--- src/rtl/frame_buffer_rd_pkg.sv ---
// Shared types, constants and helpers for the frame-buffer read scheduler.
// The 4 KiB constant is only consumed when FB_RD_4K_SPLIT_EN is defined.
package frame_buffer_rd_pkg;

    typedef enum logic [2:0] {
        ST_IDLE,
        ST_CALC,
        ST_WAIT_FIFO,
        ST_CMD,
        ST_LINE_END
    } state_e;

    localparam int C_DATA_BYTES = 32;
    localparam int C_4K_BYTES   = 4096;

    // Clamp a to the upper bound b.
    function automatic logic [18:0] f_upper(input logic [18:0] a, input logic [18:0] b);
        return (a < b) ? a : b;
    endfunction

    function automatic logic [18:0] f_ceil_div(input logic [18:0] num, input logic [18:0] den);
        logic [19:0] sum;
        sum = {1'b0, num} + {1'b0, den} - 20'd1;
        return 19'(sum / {1'b0, den});
    endfunction

endpackage

--- src/rtl/fb_rd_burst_calc.sv ---
// Combinational burst sizing and next-address step for one read command.
// With FB_RD_4K_SPLIT_EN defined, bursts are also clipped at 4 KiB boundaries.
module fb_rd_burst_calc
    import frame_buffer_rd_pkg::*;
#(
    parameter int C_ADDR_WIDTH    = 32,
    parameter int C_BYTES         = C_DATA_BYTES,
    parameter int C_MAX_BURST_LEN = 64
) (
    input  logic [18:0]             remaining_i,
    input  logic [C_ADDR_WIDTH-1:0] addr_i,
    output logic [18:0]             burst_o,
    output logic [C_ADDR_WIDTH-1:0] next_addr_o
);

`ifdef FB_RD_4K_SPLIT_EN
    logic [18:0] to_4k_w;
    // Base and stride are beat aligned, so this is always at least one beat.
    assign to_4k_w = 19'((C_4K_BYTES - int'(addr_i[11:0])) / C_BYTES);
    assign burst_o = f_upper(f_upper(remaining_i, 19'(C_MAX_BURST_LEN)), to_4k_w);
`else
    assign burst_o = f_upper(remaining_i, 19'(C_MAX_BURST_LEN));
`endif

    assign next_addr_o = addr_i + C_ADDR_WIDTH'(burst_o) * C_ADDR_WIDTH'(C_BYTES);

endmodule

--- src/rtl/frame_buffer_rd_scheduler.sv ---
// Frame-buffer read command scheduler: walks each frame line by line, issuing
// FIFO-throttled AXI4 read bursts. Optional macro: FB_RD_4K_SPLIT_EN.
module frame_buffer_rd_scheduler
    import frame_buffer_rd_pkg::*;
#(
    parameter int C_ADDR_WIDTH     = 32,
    parameter int C_DATA_WIDTH     = C_DATA_BYTES * 8,
    parameter int C_MAX_BURST_LEN  = 64,
    parameter int C_FIFO_DEPTH     = 512,
    parameter int C_FIFO_CNT_WIDTH = 10
) (
    input  logic                        AXI4_CLK_I,
    input  logic                        AXI4_RSTN_I,
    input  logic                        ENABLE_I,
    input  logic                        FRAME_START_I,
    input  logic [C_ADDR_WIDTH-1:0]     BASE_ADDR_I,
    input  logic [C_ADDR_WIDTH-1:0]     STRIDE_I,
    input  logic [15:0]                 HACTIVE_I,
    input  logic [15:0]                 VACTIVE_I,
    input  logic [2:0]                  MEM_BYTES_I,
    input  logic [C_FIFO_CNT_WIDTH-1:0] FIFO_CNT_I,
    input  logic                        RD_BEAT_I,
    output logic                        CMD_VALID_O,
    input  logic                        CMD_READY_I,
    output logic [C_ADDR_WIDTH-1:0]     CMD_ADDR_O,
    output logic [7:0]                  CMD_LEN_O,
    output logic                        LINE_DONE_O,
    output logic                        FRAME_DONE_O,
    output logic                        BUSY_O,
    output logic                        ERR_RESTART_O
);

    localparam int LP_BYTES = C_DATA_WIDTH / 8;

    state_e                  state_q, state_d;
    logic                    rst_pend_q, rst_pend_d;
    logic                    err_q, err_d;
    logic                    cmd_valid_q, cmd_valid_d;
    logic [C_ADDR_WIDTH-1:0] cmd_addr_q, cmd_addr_d;
    logic [7:0]              cmd_len_q, cmd_len_d;
    logic [15:0]             line_q, line_d;
    logic [18:0]             remaining_q, remaining_d;
    logic [18:0]             bpl_q, bpl_d;
    logic [15:0]             outst_q, outst_d;
    logic [C_ADDR_WIDTH-1:0] line_addr_q, line_addr_d;
    logic [C_ADDR_WIDTH-1:0] addr_q, addr_d;

    logic [C_ADDR_WIDTH-1:0] base_q, stride_q;
    logic [15:0]             hact_q, vact_q;
    logic [2:0]              mem_q;

    logic [18:0]             burst_w;
    logic [C_ADDR_WIDTH-1:0] next_addr_w;
    logic [19:0]             need_w;
    logic                    accept_w, restart_w, beat_w, line_done_w, frame_done_w;

    fb_rd_burst_calc #(
        .C_ADDR_WIDTH    (C_ADDR_WIDTH),
        .C_BYTES         (LP_BYTES),
        .C_MAX_BURST_LEN (C_MAX_BURST_LEN)
    ) u_burst_calc (
        .remaining_i (remaining_q),
        .addr_i      (addr_q),
        .burst_o     (burst_w),
        .next_addr_o (next_addr_w)
    );

    assign accept_w     = cmd_valid_q && CMD_READY_I;
    assign restart_w    = FRAME_START_I && (state_q != ST_IDLE);
    assign beat_w       = RD_BEAT_I && (outst_q != 16'd0);
    assign need_w       = 20'(FIFO_CNT_I) + 20'(outst_q) + 20'(burst_w);
    assign line_done_w  = (state_q == ST_LINE_END) && ENABLE_I;
    assign frame_done_w = line_done_w && ((line_q + 16'd1) == vact_q);

    always_comb begin
        state_d     = state_q;
        rst_pend_d  = rst_pend_q;
        err_d       = 1'b0;
        cmd_valid_d = cmd_valid_q;
        cmd_addr_d  = cmd_addr_q;
        cmd_len_d   = cmd_len_q;
        line_d      = line_q;
        remaining_d = remaining_q;
        bpl_d       = bpl_q;
        line_addr_d = line_addr_q;
        addr_d      = addr_q;
        unique case (state_q)
            ST_IDLE: begin
                if (FRAME_START_I && ENABLE_I && (HACTIVE_I != 16'd0) && (VACTIVE_I != 16'd0))
                    state_d = ST_CALC;
            end
            ST_CALC: begin
                bpl_d       = f_ceil_div(19'(hact_q) * 19'(mem_q), 19'(LP_BYTES));
                remaining_d = bpl_d;
                line_d      = 16'd0;
                line_addr_d = base_q;
                addr_d      = base_q;
                state_d     = ST_WAIT_FIFO;
            end
            ST_WAIT_FIFO: begin
                if (!ENABLE_I) begin
                    state_d = ST_IDLE;
                end else if (need_w <= 20'(C_FIFO_DEPTH)) begin
                    state_d     = ST_CMD;
                    cmd_valid_d = 1'b1;
                    cmd_addr_d  = addr_q;
                    cmd_len_d   = 8'(burst_w - 19'd1);
                end
            end
            ST_CMD: begin
                // A restart seen mid-handshake is parked until the command is taken.
                if (restart_w && !accept_w)
                    rst_pend_d = 1'b1;
                if (accept_w) begin
                    cmd_valid_d = 1'b0;
                    addr_d      = next_addr_w;
                    remaining_d = remaining_q - burst_w;
                    if (restart_w || rst_pend_q) begin
                        err_d      = 1'b1;
                        rst_pend_d = 1'b0;
                        state_d    = ST_CALC;
                    end else if (remaining_d == 19'd0) begin
                        state_d = ST_LINE_END;
                    end else begin
                        state_d = ST_WAIT_FIFO;
                    end
                end
            end
            ST_LINE_END: begin
                if (!ENABLE_I || frame_done_w) begin
                    state_d = ST_IDLE;
                end else begin
                    line_d      = line_q + 16'd1;
                    line_addr_d = line_addr_q + stride_q;
                    addr_d      = line_addr_q + stride_q;
                    remaining_d = bpl_q;
                    state_d     = ST_WAIT_FIFO;
                end
            end
            default: state_d = ST_IDLE;
        endcase
        if (restart_w && (state_q != ST_CMD)) begin
            err_d       = 1'b1;
            cmd_valid_d = 1'b0;
            state_d     = ST_CALC;
        end
    end

    // Outstanding beats never underflow; a beat at zero is dropped.
    assign outst_d = outst_q + (accept_w ? 16'(burst_w) : 16'd0) - (beat_w ? 16'd1 : 16'd0);

    always_ff @(posedge AXI4_CLK_I or negedge AXI4_RSTN_I) begin
        if (!AXI4_RSTN_I) begin
            state_q     <= ST_IDLE;
            rst_pend_q  <= 1'b0;
            err_q       <= 1'b0;
            cmd_valid_q <= 1'b0;
            cmd_addr_q  <= '0;
            cmd_len_q   <= 8'd0;
            line_q      <= 16'd0;
            remaining_q <= 19'd0;
            bpl_q       <= 19'd0;
            outst_q     <= 16'd0;
        end else begin
            state_q     <= state_d;
            rst_pend_q  <= rst_pend_d;
            err_q       <= err_d;
            cmd_valid_q <= cmd_valid_d;
            cmd_addr_q  <= cmd_addr_d;
            cmd_len_q   <= cmd_len_d;
            line_q      <= line_d;
            remaining_q <= remaining_d;
            bpl_q       <= bpl_d;
            outst_q     <= outst_d;
        end
    end

    always_ff @(posedge AXI4_CLK_I) begin
        line_addr_q <= line_addr_d;
        addr_q      <= addr_d;
        if (FRAME_START_I) begin
            base_q   <= BASE_ADDR_I;
            stride_q <= STRIDE_I;
            hact_q   <= HACTIVE_I;
            vact_q   <= VACTIVE_I;
            mem_q    <= MEM_BYTES_I;
        end
    end

    assign CMD_VALID_O   = cmd_valid_q;
    assign CMD_ADDR_O    = cmd_addr_q;
    assign CMD_LEN_O     = cmd_len_q;
    assign LINE_DONE_O   = line_done_w;
    assign FRAME_DONE_O  = frame_done_w;
    assign BUSY_O        = (state_q != ST_IDLE);
    assign ERR_RESTART_O = err_q;

endmodule

--- config.mk ---
export PLATFORM = sky130hd
export DESIGN_NAME = frame_buffer_rd_scheduler
export DESIGN_NICKNAME = d
export VERILOG_FILES = /design/src/rtl/frame_buffer_rd_pkg.sv /design/src/rtl/fb_rd_burst_calc.sv /design/src/rtl/frame_buffer_rd_scheduler.sv
export SDC_FILE = /design/constraint.sdc
export NUM_CORES = 1
export LEC_CHECK = 0
export ABC_CLOCK_PERIOD_IN_PS = 14380
export CORE_ASPECT_RATIO = 0.5
export CORE_MARGIN = 4
export CORE_UTILIZATION = 33
export DETAILED_ROUTE_END_ITERATION = 10
export GPL_TIMING_DRIVEN = 0
export PLACE_DENSITY_LB_ADDON = 0.08
export SETUP_SLACK_MARGIN = 0.02
export SLEW_MARGIN = 10
export SYNTH_ARGS = -nofsm -noshare
export SYNTH_HDL_FRONTEND = slang
export SYNTH_SLANG_ARGS = --single-unit
export TNS_END_PERCENT = 10
--- constraint.sdc ---
create_clock -name AXI4_CLK_I -period 14.38 [get_ports AXI4_CLK_I]
set_input_delay 2.157 -clock AXI4_CLK_I [delete_from_list [all_inputs] [get_ports AXI4_CLK_I]]
set_output_delay 2.157 -clock AXI4_CLK_I [all_outputs]
set_load 0.02 [all_outputs]
; ---- Yosys cells after proc, flatten, opt, wreduce, memory -nomap -nowiden
; Cells that the tools add are included.
[totals]
ff_bits = 275
output_inout_bits = 45
wordCells = 105
[classes]
addsub = 11
mul = 1
magnitude_cmp = 2
n_eq_ne = 13
mux = 33
n_reduce_logical = 28
[ops]
columns = op, n
row1 = one-hot mux 32 bit (3 select lines), 1
row2 = two-way mux 32 bit, 2
row3 = one-hot mux 32 bit (2 select lines), 1
row4 = two-way mux 19 bit, 3
row5 = one-hot mux 19 bit (3 select lines), 1
row6 = nonzero test 16 bit, 3
row7 = adder 32 x 24 -> 32 bit, 1
row8 = adder 32 bit, 1
row9 = two-way mux 16 bit, 2
row10 = one-hot mux 16 bit (2 select lines), 1
row11 = two-way mux 3 bit, 7
row12 = adder 17 x 19 -> 20 bit, 1
row13 = adder 19 x 6 -> 20 bit (second input constant), 1
row14 = <= comparator 20 x 10 -> 1 bit (second input constant), 1
row15 = subtractor 20 x 1 -> 20 bit (second input constant), 1
row16 = logical NOT 19 bit, 1
row17 = < comparator 19 x 7 -> 1 bit (second input constant), 1
row18 = multiplier 16 x 3 -> 19 bit, 1
row19 = subtractor 19 bit, 1
row20 = adder 10 x 16 -> 17 bit, 1
row21 = adder 16 x 1 -> 16 bit (second input constant), 1
row22 = adder 16 bit, 1
row23 = == test 16 bit, 1
row24 = subtractor 16 x 1 -> 16 bit, 1
row25 = 21 further kinds, 52

; ---- Logic depth before layout (Yosys ltp)
; Gate-level depths: netlist of the first run.
[logic_depth]
depth_word = 9
ltp_mapped = 24

; ---- Modules after synthesis
; Synthesis of the first run repeated with hierarchy kept, for this count alone.
[unflattened]
hier_cells = 1829
area_unflattened_um2 = 18402.6
[by_module_without_submodules]
columns = mod, n_inst, cells_per_inst, area_each_um2, seq_area_each_um2
row1 = frame_buffer_rd_scheduler, 1, 1633, 16985.0, 7697.4
row2 = fb_rd_burst_calc, 1, 196, 1417.6, 0.0

; ---- Worst setup path after synthesis of the first run
; Ideal clock, no wire load.
[synth_path]
path_type = input to output
start = in ENABLE_I
end = out FRAME_DONE_O
arrival_ns = 3.603
required_time_ns = 12.223
path_slack_ns = 8.620
stages = 5
n_path_buf = 0
cell_sequence = and2_1 o2111a_1 o311ai_0 or4_4 nor2_1
[synth_between]
elab_chain_len = 2
[synth_lines]
columns = element, line_no
row1 = "start, declared", frame_buffer_rd_scheduler.sv:14  ; input logic ENABLE_I,
row2 = logical AND 1 bit, frame_buffer_rd_scheduler.sv:72  ; assign line_done_w = (state_q == ST_LINE_END) && ENABLE_I;
row3 = logical AND 1 bit, frame_buffer_rd_scheduler.sv:73  ; assign frame_done_w = line_done_w && ((line_q + 16'd1) == vact_q);
row4 = "end, declared", frame_buffer_rd_scheduler.sv:28  ; output logic FRAME_DONE_O,
; No other way between the ends.

; ---- Worst setup path in the final report of the first run
; Ends and elaborated chain as after synthesis.

==> results.tsv, run 1 <==
stage	metric	value	unit
routing	routed_wire_length_per_instance	18.7	um
worst_setup_path	required	12220	ps
power_and_ir_drop	p_seq_frac	0.315	
timing	final.min_clock_period	6910	ps
final_layout	syn2layout_area_growth	20.7	%
global_routing	gr-usage-met1	0.252	
synth	synth_edf_count	163	
worst_setup_path	path_class	in -> out	
routing	viasPerCell	5.04	
timing	slew-limit-headroom	0.271	
worst_setup_path	cp_max_fo	4	
timing	slew_violations	0	
die	die_w	334	um
power_and_ir_drop	ir_drop	0.109	mV
die	rows	59	
die	initial_core_util	0.336	
synth	synthesis.area	0.0175	mm^2
timing	timing.fmax	145	MHz
synth	syn_inst	1748	
final_layout	drive_gt1_frac	0.0647	
worst_setup_path	critPathArrivalTime	4760	ps
clock_tree	clk_latency	600	ps
timing	hold_violations	0	
clock_tree	clk_pin_slew_worst_paths	70	ps
clock_tree	clk_path_buf_depth	3	
final_layout	layout_common_cells	nand2_1, edfxtp_1, clkdlybuf4s50_1, ha_1, inv_1	
synth	synth.avg_cell_area	10.0	um^2
die	ios	160	
timing	worst_pin_slew	1090	ps
clock_tree	hold_buffers	0	
clock_tree	cts_root_buffer	clkbuf_16	
clock_tree	cts_max_level	1	
global_routing	use_met2	0.290	
run_status	outcome	finished, final reports clean	
synth	synth_ff_type	edfxtp_1	
worst_setup_path	end_kind	output pin	
die	core_area	0.0523	mm^2
timing	setup_violations	0	
min_path	hp-class	reg -> reg	
global_routing	grt_first_pass_wirelength	78.6	mm
global_routing	grt_pass1_vias	13500	
clock_tree	cts_tree	done	
placement	hpwlAfterDp	37.7	mm
global_routing	grt_antenna_before_repair	0	
die	die_height	171	um
timing	grt_setup_unrepaired	false	
flow_run	max_cap_violations	0	
routing	drt-total-wl	50.5	mm
routing	route.detailed.drc	0	
clock_tree	numCtsBuffers	29	
synth	synth_cell_types	82	
global_routing	grt_overflow	0	
global_routing	grtUsageMet3	0.0256	
timing	period_share	0.481	
synth	synth_warnings	0	
routing	drtIter0Drc	888	
final_layout	final_common_cell	nand2_1	
clock_tree	postCtsResizedCells	0	
synth	yosysSeqAreaShare	0.439	
clock_tree	cts_setup_buffers	0	
global_routing	grt_max_degree	71	
clock_tree	cts.sinks	275	
routing	num_vias	13600	
synth	synthArstFlopShare	0.407	
worst_setup_path	critPathLaunchType	primary input	
power_and_ir_drop	pwr-share-comb	0.482	
global_routing	track_usage	0.176	
power_and_ir_drop	p_sw	1.60	mW
placement	place.gp.congestion	0.849	
routing	drtAntennaViolNets	0	
synth	synth_seq_cells	275	
global_routing	top_usage_layer	met2	
power_and_ir_drop	p_int	2.31	mW
power_and_ir_drop	pwr-share-clk	0.203	
timing	hold_slack	481	ps
die	fp.dieArea	0.0571	mm^2
timing	finClkSkew	16.0	ps
power_and_ir_drop	switching_share	0.410	
power_and_ir_drop	leakagePower	9.05	nW
power_and_ir_drop	powerDensity	185	mW/mm^2
routing	first_pass_iters	5	
final_layout	n_fill_cell	5272	
final_layout	fin_nets	2252	
timing	finalSetupTns	0	ps
placement	numPortBuffers	159	
## layout make-up
cell class              instances  area (um^2)  area share
diodes                          1         2.50    0.000118
plain buffers                  63          280      0.0132
clock buffers                  36          793      0.0375
clock inverters                18          181     0.00857
inverters                     120          452      0.0213
multi-input cells            1319         9220       0.435
flip-flops and latches        275         7700       0.364
well taps                     701          877      0.0414
repair buffers                162         1670      0.0788
## final timing paths
| path | startpoint | slack (ps) | depth (start not counted) | end |
|---|---|---|---|---|
| worst max-delay path | ENABLE_I | 7470 | 7 | FRAME_DONE_O |
| worst min-delay path | addr_q[2] | 480 | 1 | CMD_ADDR_O[2] |
| worst max register to register | remaining_q[10] | 7620 | 23 | CMD_ADDR_O[25] |
| worst min register to register | addr_q[2] | 480 | 1 | CMD_ADDR_O[2] |
| max in group asynchronous | AXI4_RSTN_I | 12100 | 2 | remaining_q[16] |
| min in group asynchronous | AXI4_RSTN_I | 1520 | 1 | outst_q[14] |
## flip-flops by register name, indices dropped and copies added (netlist names), 8 cells and up
name         count
line_addr_q     32
bpl_q           15
hact_q          16
remaining_q     19
CMD_LEN_O        8
addr_q          32
line_q          16
base_q          32
vact_q          16
outst_q         16
stride_q        32
CMD_ADDR_O      32
## synth_stat cells, drive strengths merged (28+ instances only)
library cell	n	area share
a21o	31	0.013
fa	28	0.032
nor2	91	0.019
nor3	35	0.010
ha	139	0.099
a21oi	90	0.026
xor2	34	0.017
nand3	36	0.011
nand2	241	0.052
edfxtp	163	0.28
inv	118	0.025
clkbuf	43	0.0093
dfrtp	112	0.16
xnor2	71	0.035
o21ai	98	0.029
mux2	38	0.024
## stage by stage
step,area (um^2),power (mW),std cells,setup WS [ps],util
after global routing,21200,4.24,2694,7040,0.405
after CTS,21200,3.95,2694,7440,0.405
final,21200,3.91,2695,7470,0.405
after floorplan,17600,2.56,1777,8620,-
after global placement,20100,3.13,2637,5840,0.385
after detailed placement,20200,3.13,2640,7460,0.386
## metal layers
| layer | vias up | wire length, um |
|---|---|---|
| met5 | - | 0 |
| met1 | 6575 | 25000 |
| met3 | 37 | 1840 |
| met4 | 0 | 561 |
| met2 | 219 | 23100 |
| li1 | 6761 | - |
## power by group through the flow
stage	combinational, mW	sequential, mW	clock [mW]
after floorplan	1.35	1.21	0
after global routing	2.13	1.25	0.853
after global placement	1.88	1.25	0
final	1.89	1.23	0.794
after detailed placement	1.88	1.25	0
after CTS	1.89	1.23	0.823
## worst max-delay path: stages
cell and delay [ps]:
clkdlybuf4s50_1 570, and2_1 330, o2111a_1 240, o311ai_0 120, or4_4 520, nor2_1 170, clkdlybuf4s50_1 640
## logic make-up after synthesis
| group | share of synthesized area |
|---|---|
| AOI/OAI and AO/OA | 0.151 |
| other | 0.000428 |
| buffers and inverters | 0.0417 |
| adders and majority gates | 0.131 |
| muxes | 0.0290 |
| DFF | 0.439 |
| and+or+nand+nor | 0.155 |
| xor gates and xnor gates | 0.0524 |
No activity file was read; power rests on OpenSTA's default activity.
==> run 2: changes to the inputs <==
Settings changed: ABC_CLOCK_PERIOD_IN_PS 14380 to 6500.
Clock period 14.38 ns to 6.5 ns, I/O delays scaled along.
==> results.tsv, run 2 (same netlist as run 1, synthesis figures left out) <==
stage	metric	value	unit	change
worst_setup_path	crit_path_max_incr_delay	480	ps	-160 ps
timing	timing.fmax	166	MHz	
power_and_ir_drop	pwr-share-comb	0.483		about the same
placement	dpl_cell_area	0.0202	mm^2	unchanged
power_and_ir_drop	powerDensity	409	mW/mm^2	+120%
final_layout	fin_nets	2252		unchanged
worst_setup_path	reg2reg_depth	23		unchanged
global_routing	grt_overflow	0		unchanged
clock_tree	hold_buffers	0		unchanged
power_and_ir_drop	pwr-share-clk	0.203		about the same
final_layout	syn2layout_area_growth	20.7	%	about the same
timing	hold_violations	0		unchanged
die	die_height	171	um	unchanged
timing	hold_slack	334	ps	-147 ps
final_layout	n_fill_cell	5270		-0.038%
power_and_ir_drop	p_int	5.11	mW	+120%
global_routing	grt_antenna_before_repair	0		unchanged
routing	route.detailed.drc	0		unchanged
timing	finClkSkew	20.5	ps	+4.44 ps
clock_tree	cts_max_level	1		unchanged
power_and_ir_drop	ir_drop	0.241	mV	+120%
timing	setup_violations	0		unchanged
final_layout	final_common_cell	nand2_1		
timing	period_share	0.925		
clock_tree	clk_latency	600	ps	about the same
worst_setup_path	r2r_start	remaining_q[10]		
timing	slew-limit-headroom	0.260		-0.0106
power_and_ir_drop	leakagePower	9.05	nW	about the same
flow_run	max_cap_violations	0		unchanged
worst_setup_path	critPathArrivalTime	6490	ps	+1730 ps
worst_setup_path	end_kind	flip-flop		
clock_tree	clk_pin_slew_worst_paths	70	ps	about the same
worst_setup_path	required	6980	ps	-5240 ps
routing	viasPerCell	5.05		+0.10%
worst_setup_path	r2r-end	CMD_ADDR_O[25]		
global_routing	grt_max_degree	71		unchanged
routing	drtAntennaViolNets	0		unchanged
die	initial_core_util	0.336		unchanged
worst_setup_path	cpMaxStageDelayCell	or4_1		
worst_setup_path	cp_cell_sequence	clkbuf_1 > or4_1 > clkbuf_1 > or4_1 > buf_2 > clkinv_2 > nand2_1 > inv_1 > fa_1 > ha_1 > inv_1 > fa_1 > nor2b_1 > o2111ai_1 > nand3b_1 > xor2_1 > a2111oi_1 > a21oi_1 > nor4_2 > nand4_1 > buf_4 > buf_2 > mux2_2		
global_routing	grt_pass1_vias	13500		-0.045%
final_layout	final_area	0.0212	mm^2	about the same
timing	worst_pin_slew	1110	ps	+16.0 ps
power_and_ir_drop	p_sw	3.54	mW	+120%
clock_tree	cts_root_buffer	clkbuf_16		
power_and_ir_drop	p_seq_frac	0.314		about the same
worst_setup_path	cp_top_family	simple AND/OR/NAND/NOR gates		
timing	grt_setup_unrepaired	false		
clock_tree	cts_tree	done		
placement	numPortBuffers	159		unchanged
die	ios	160		unchanged
die	die_w	334	um	unchanged
die	core_area	0.0523	mm^2	unchanged
worst_setup_path	cp_max_fo	16		+12
placement	hpwlAfterDp	37.7	mm	unchanged
worst_setup_path	r2r_slack	490	ps	-7130 ps
die	fp.dieArea	0.0571	mm^2	unchanged
power_and_ir_drop	switching_share	0.410		about the same
timing	final.min_clock_period	6010	ps	
final_layout	layout_common_cells	nand2_1, edfxtp_1, clkdlybuf4s50_1, ha_1, inv_1		
worst_setup_path	path_buf_inv	8		+6
clock_tree	clk_path_buf_depth	3		unchanged
routing	num_vias	13600		+0.10%
run_status	outcome	finished, final reports clean		
power_and_ir_drop	total_power	8.65	mW	+120%
min_path	hp-class	in -> async		
timing	slew_violations	0		unchanged
worst_setup_path	critPathLaunchType	flip-flop		
routing	drt-total-wl	50.5	mm	about the same
die	rows	59		unchanged
global_routing	grt_first_pass_wirelength	78.6	mm	unchanged
final_layout	drive_gt1_frac	0.0652		+0.000502
global_routing	track_usage	0.176		unchanged
routing	routed_wire_length_per_instance	18.7	um	about the same
clock_tree	numCtsBuffers	29		unchanged
timing	finalSetupTns	0	ps	unchanged
routing	drtIter0Drc	940		+5.9%
routing	first_pass_iters	5		unchanged
clock_tree	cts.sinks	275		unchanged
placement	place.gp.congestion	0.849		unchanged
worst_setup_path	path_class	reg -> reg		
[run 2: cell count changes in the layout (fill, tap and decap cells not counted)]
cell,delta
clkbuf_1,-1
o21ai_1,+1
buf_4,+1
a2111oi_0,-1
a2111oi_1,+1
o21ai_0,-1
[run 2: cell type report]
type | count | area (um^2) | share of cell area
plain buffers | 62 | 277 | 0.0131
clock inverters | 18 | 181 | 0.00857
well taps | 701 | 877 | 0.0414
multi-input cells | 1319 | 9220 | 0.435
flip-flops and latches | 275 | 7700 | 0.364
inverters | 120 | 452 | 0.0213
diodes | 1 | 2.50 | 0.000118
repair buffers | 163 | 1680 | 0.0792
clock buffers | 36 | 793 | 0.0375
[run 2: worst reg2reg max path, stage by stage (launching register included)]
cell and delay [ps]:
dfrtp_1 360, clkbuf_1 230, or4_1 440, clkbuf_1 180, or4_1 480, buf_2 230, clkinv_2 220, nand2_1 110
inv_1 210, fa_1 460, ha_1 240, inv_1 70, fa_1 200, nor2b_1 70, o2111ai_1 340, nand3b_1 140
xor2_1 160, a2111oi_1 410, a21oi_1 190, nor4_2 280, nand4_1 120, buf_4 190, buf_2 250, mux2_2 320
[run 2: what timing repair did]
item,in CTS,in global routing
gates resized for setup,0,2
endpoints found under the setup margin,40,40
setup buffers,0,1
pin swaps,1,2
[run 2: stage by stage]
| stage | setup slack (ps) | utilization | instances |
|---|---|---|---|
| floorplan | 1220 | - | 1777 |
| global placement | -860 | 0.385 | 2637 |
| detailed placement | -310 | 0.386 | 2640 |
| CTS | 42.2 | 0.405 | 2693 |
| global route | 17.0 | 0.405 | 2694 |
| finish | 487 | 0.405 | 2695 |
[run 2: how the worst max path moves through the flow]
stage | from | to | slack (ps) | cells past startpoint
finish | remaining_q[10] | CMD_ADDR_O[25] | 490 | 23
global placement | AXI4_RSTN_I | CMD_ADDR_O[28] | -860 | 1
floorplan | remaining_q[12] | CMD_ADDR_O[24] | 1220 | 22
global route | remaining_q[10] | CMD_ADDR_O[25] | 20 | 23
detailed placement | remaining_q[10] | CMD_ADDR_O[25] | -310 | 23
CTS | remaining_q[10] | CMD_ADDR_O[25] | 40 | 22
[run 2: power groups by stage]
stage | Sequential, mW | Combinational [mW] | Clock [mW]
floorplan | 2.67 | 3.00 | 0
global placement | 2.77 | 4.15 | 0
detailed placement | 2.76 | 4.16 | 0
CTS | 2.73 | 4.19 | 1.82
global route | 2.77 | 4.73 | 1.89
finish | 2.72 | 4.17 | 1.76
[run 2: layer usage]
| metal | part of all wire | wire length, um | track usage |
|---|---|---|---|
| met1 | 0.50 | 25000 | 0.252 |
| met2 | 0.46 | 23100 | 0.290 |
| met3 | 0.036 | 1820 | 0.0256 |
| met4 | 0.012 | 597 | 0.0234 |
| met5 | 0 | 0 | 0 |
==> run 3: changes to the inputs <==
Settings changed: CORE_MARGIN 4 to not set, SKIP_LAST_GASP set to 1.
==> results.tsv, run 3 (same netlist as run 1, synthesis figures left out) <==
stage	metric	value	unit	change
die	die_height	165	um	-3.5%
global_routing	grt_first_pass_wirelength	76.5	mm	-2.6%
clock_tree	clk_pin_slew_worst_paths	70	ps	about the same
power_and_ir_drop	ir_drop	0.202	mV	-16%
die	initial_core_util	0.336		+0.000475
power_and_ir_drop	total_power	8.64	mW	-0.16%
timing	setup_ws	414	ps	-72.5 ps
global_routing	grt_max_degree	71		unchanged
worst_setup_path	r2r_slack	410	ps	-70 ps
timing	timing.fmax	164	MHz	-1.2%
power_and_ir_drop	powerDensity	408	mW/mm^2	about the same
final_layout	layout_common_cells	nand2_1, edfxtp_1, clkdlybuf4s50_1, ha_1, inv_1		
routing	wl_met2	22.4	mm	-2.9%
timing	final.min_clock_period	6090	ps	+72.5 ps
routing	wl_met3	1.86	mm	+2.3%
final_layout	n_fill_cell	5176		-1.8%
min_path	hp-class	in -> async		
final_layout	syn2layout_area_growth	20.7	%	about the same
placement	numPortBuffers	159		unchanged
routing	drt-total-wl	49.7	mm	-1.7%
timing	worst_pin_slew	1100	ps	-5.13 ps
clock_tree	cts_max_level	1		unchanged
worst_setup_path	path_class	reg -> reg		
clock_tree	numCtsBuffers	29		unchanged
routing	routed_wire_length_per_instance	18.4	um	-1.6%
final_layout	multi_input_area	0.00922	mm^2	about the same
timing	grt_setup_unrepaired	false		
die	fp.dieArea	0.0541	mm^2	-5.2%
clock_tree	cts_tree	done		
worst_setup_path	critPathArrivalTime	6570	ps	+80 ps
final_layout	final_common_cell	nand2_1		
timing	slew_violations	0		unchanged
power_and_ir_drop	leakagePower	9.05	nW	about the same
timing	finalSetupTns	0	ps	unchanged
worst_setup_path	required	6990	ps	about the same
placement	pre_cts_ws	-257	ps	+52.4 ps
routing	wl_met1	24.5	mm	-2.0%
clock_tree	clk_path_buf_depth	3		unchanged
final_layout	seqCellArea	0.00770	mm^2	unchanged
routing	top_layer_used	met4		
final_layout	final_core_util	0.405		about the same
worst_setup_path	end_kind	flip-flop		
timing	setup_violations	0		unchanged
final_layout	drive_gt1_frac	0.0642		-0.00100
global_routing	grt_antenna_before_repair	4		+4
run_status	outcome	finished, final reports clean		
die	rows	59		unchanged
routing	drtIter0Drc	792		-16%
final_layout	fin_nets	2252		unchanged
placement	hpwlAfterDp	36.8	mm	-2.4%
timing	slew-limit-headroom	0.264		+0.00342
clock_tree	cts_root_buffer	clkbuf_16		
clock_tree	hold_buffers	0		unchanged
flow_run	max_cap_violations	0		unchanged
global_routing	track_usage	0.183		+0.00750
timing	hold_violations	0		unchanged
placement	dpl_cell_area	0.0202	mm^2	unchanged
global_routing	grt_overflow	0		unchanged
final_layout	n_antenna_cell	0		-1
die	die_w	328	um	-1.8%
die	core_area	0.0522	mm^2	-0.14%
routing	first_pass_iters	5		unchanged
routing	drtAntennaViolNets	0		unchanged
worst_setup_path	cp_max_fo	16		unchanged
final_layout	final_area	0.0212	mm^2	about the same
timing	finClkSkew	26.4	ps	+5.93 ps
routing	viasPerCell	5.01		-0.69%
die	ios	160		unchanged
timing	period_share	0.936		+0.0112
clock_tree	clk_latency	610	ps	about the same
worst_setup_path	critPathLaunchType	flip-flop		
placement	place.gp.congestion	0.859		+1.2%
routing	route.detailed.drc	0		unchanged
routing	num_vias	13500		-0.73%
clock_tree	cts.sinks	275		unchanged
global_routing	grt_pass1_vias	13300		-1.3%
## run 3: worst max-delay path, cell delays in order (launching register included)
cell	delay [ps]
dfrtp_1	350
clkbuf_1	210
or4_1	430
clkbuf_1	180
or4_1	480
buf_2	240
clkinv_2	230
nand2_1	110
inv_1	210
fa_1	460
ha_1	220
inv_1	70
fa_1	190
nor2b_1	70
o2111ai_1	330
a31oi_1	190
o21ai_0	380
a211o_1	190
nand4_1	100
nor4_2	410
nand4_1	150
buf_4	200
buf_2	250
mux2_2	320
## run 3: path summary, 6_finish.rpt
check                                 from             end  depth (start not counted)
min in group AXI4_CLK_I          addr_q[4]   CMD_ADDR_O[4]                          1
min                            AXI4_RSTN_I  CMD_ADDR_O[22]                          1
max in group asynchronous      AXI4_RSTN_I       line_q[1]                          2
max reg2reg                remaining_q[10]  CMD_ADDR_O[30]                         23
min reg2reg                      addr_q[4]   CMD_ADDR_O[4]                          1
max                        remaining_q[10]  CMD_ADDR_O[30]                         23
## run 3: layout make-up
type,count,share of cell area
multi-input cells,1319,0.436
flip-flops and latches,275,0.364
repair buffers,163,0.0792
well taps,701,0.0414
clock buffers,41,0.0383
inverters,120,0.0213
plain buffers,62,0.0131
clock inverters,13,0.00727
## run 3: power breakdown
group,switching (mW),internal [mW],leakage [nW],total (mW)
Sequential,0.323,2.39,3.03,2.72
Clock,0.752,0.990,0.481,1.74
Combinational,2.45,1.73,5.54,4.18
Total,3.53,5.11,9.05,8.64
## run 3: per-stage QoR
step	hold WS, ps	std cells
2_1_floorplan	449	1777
3_3_place_gp	459	2637
3_5_place_dp	467	2640
4_1_cts	374	2693
5_1_grt	402	2694
6_report	381	2694
## run 3: what timing repair did
item                                    CTS  global route
buffers inserted                          0             1
pin swaps                                 1             2
endpoints found under the setup margin   40            40
gates resized for setup                   0             0
## run 3: layer usage
layer	GRT usage	vias to the layer above
li1	-	6759
met1	0.259	6456
met2	0.298	245
met3	0.0261	47
met4	0.0350	0
met5	0	-
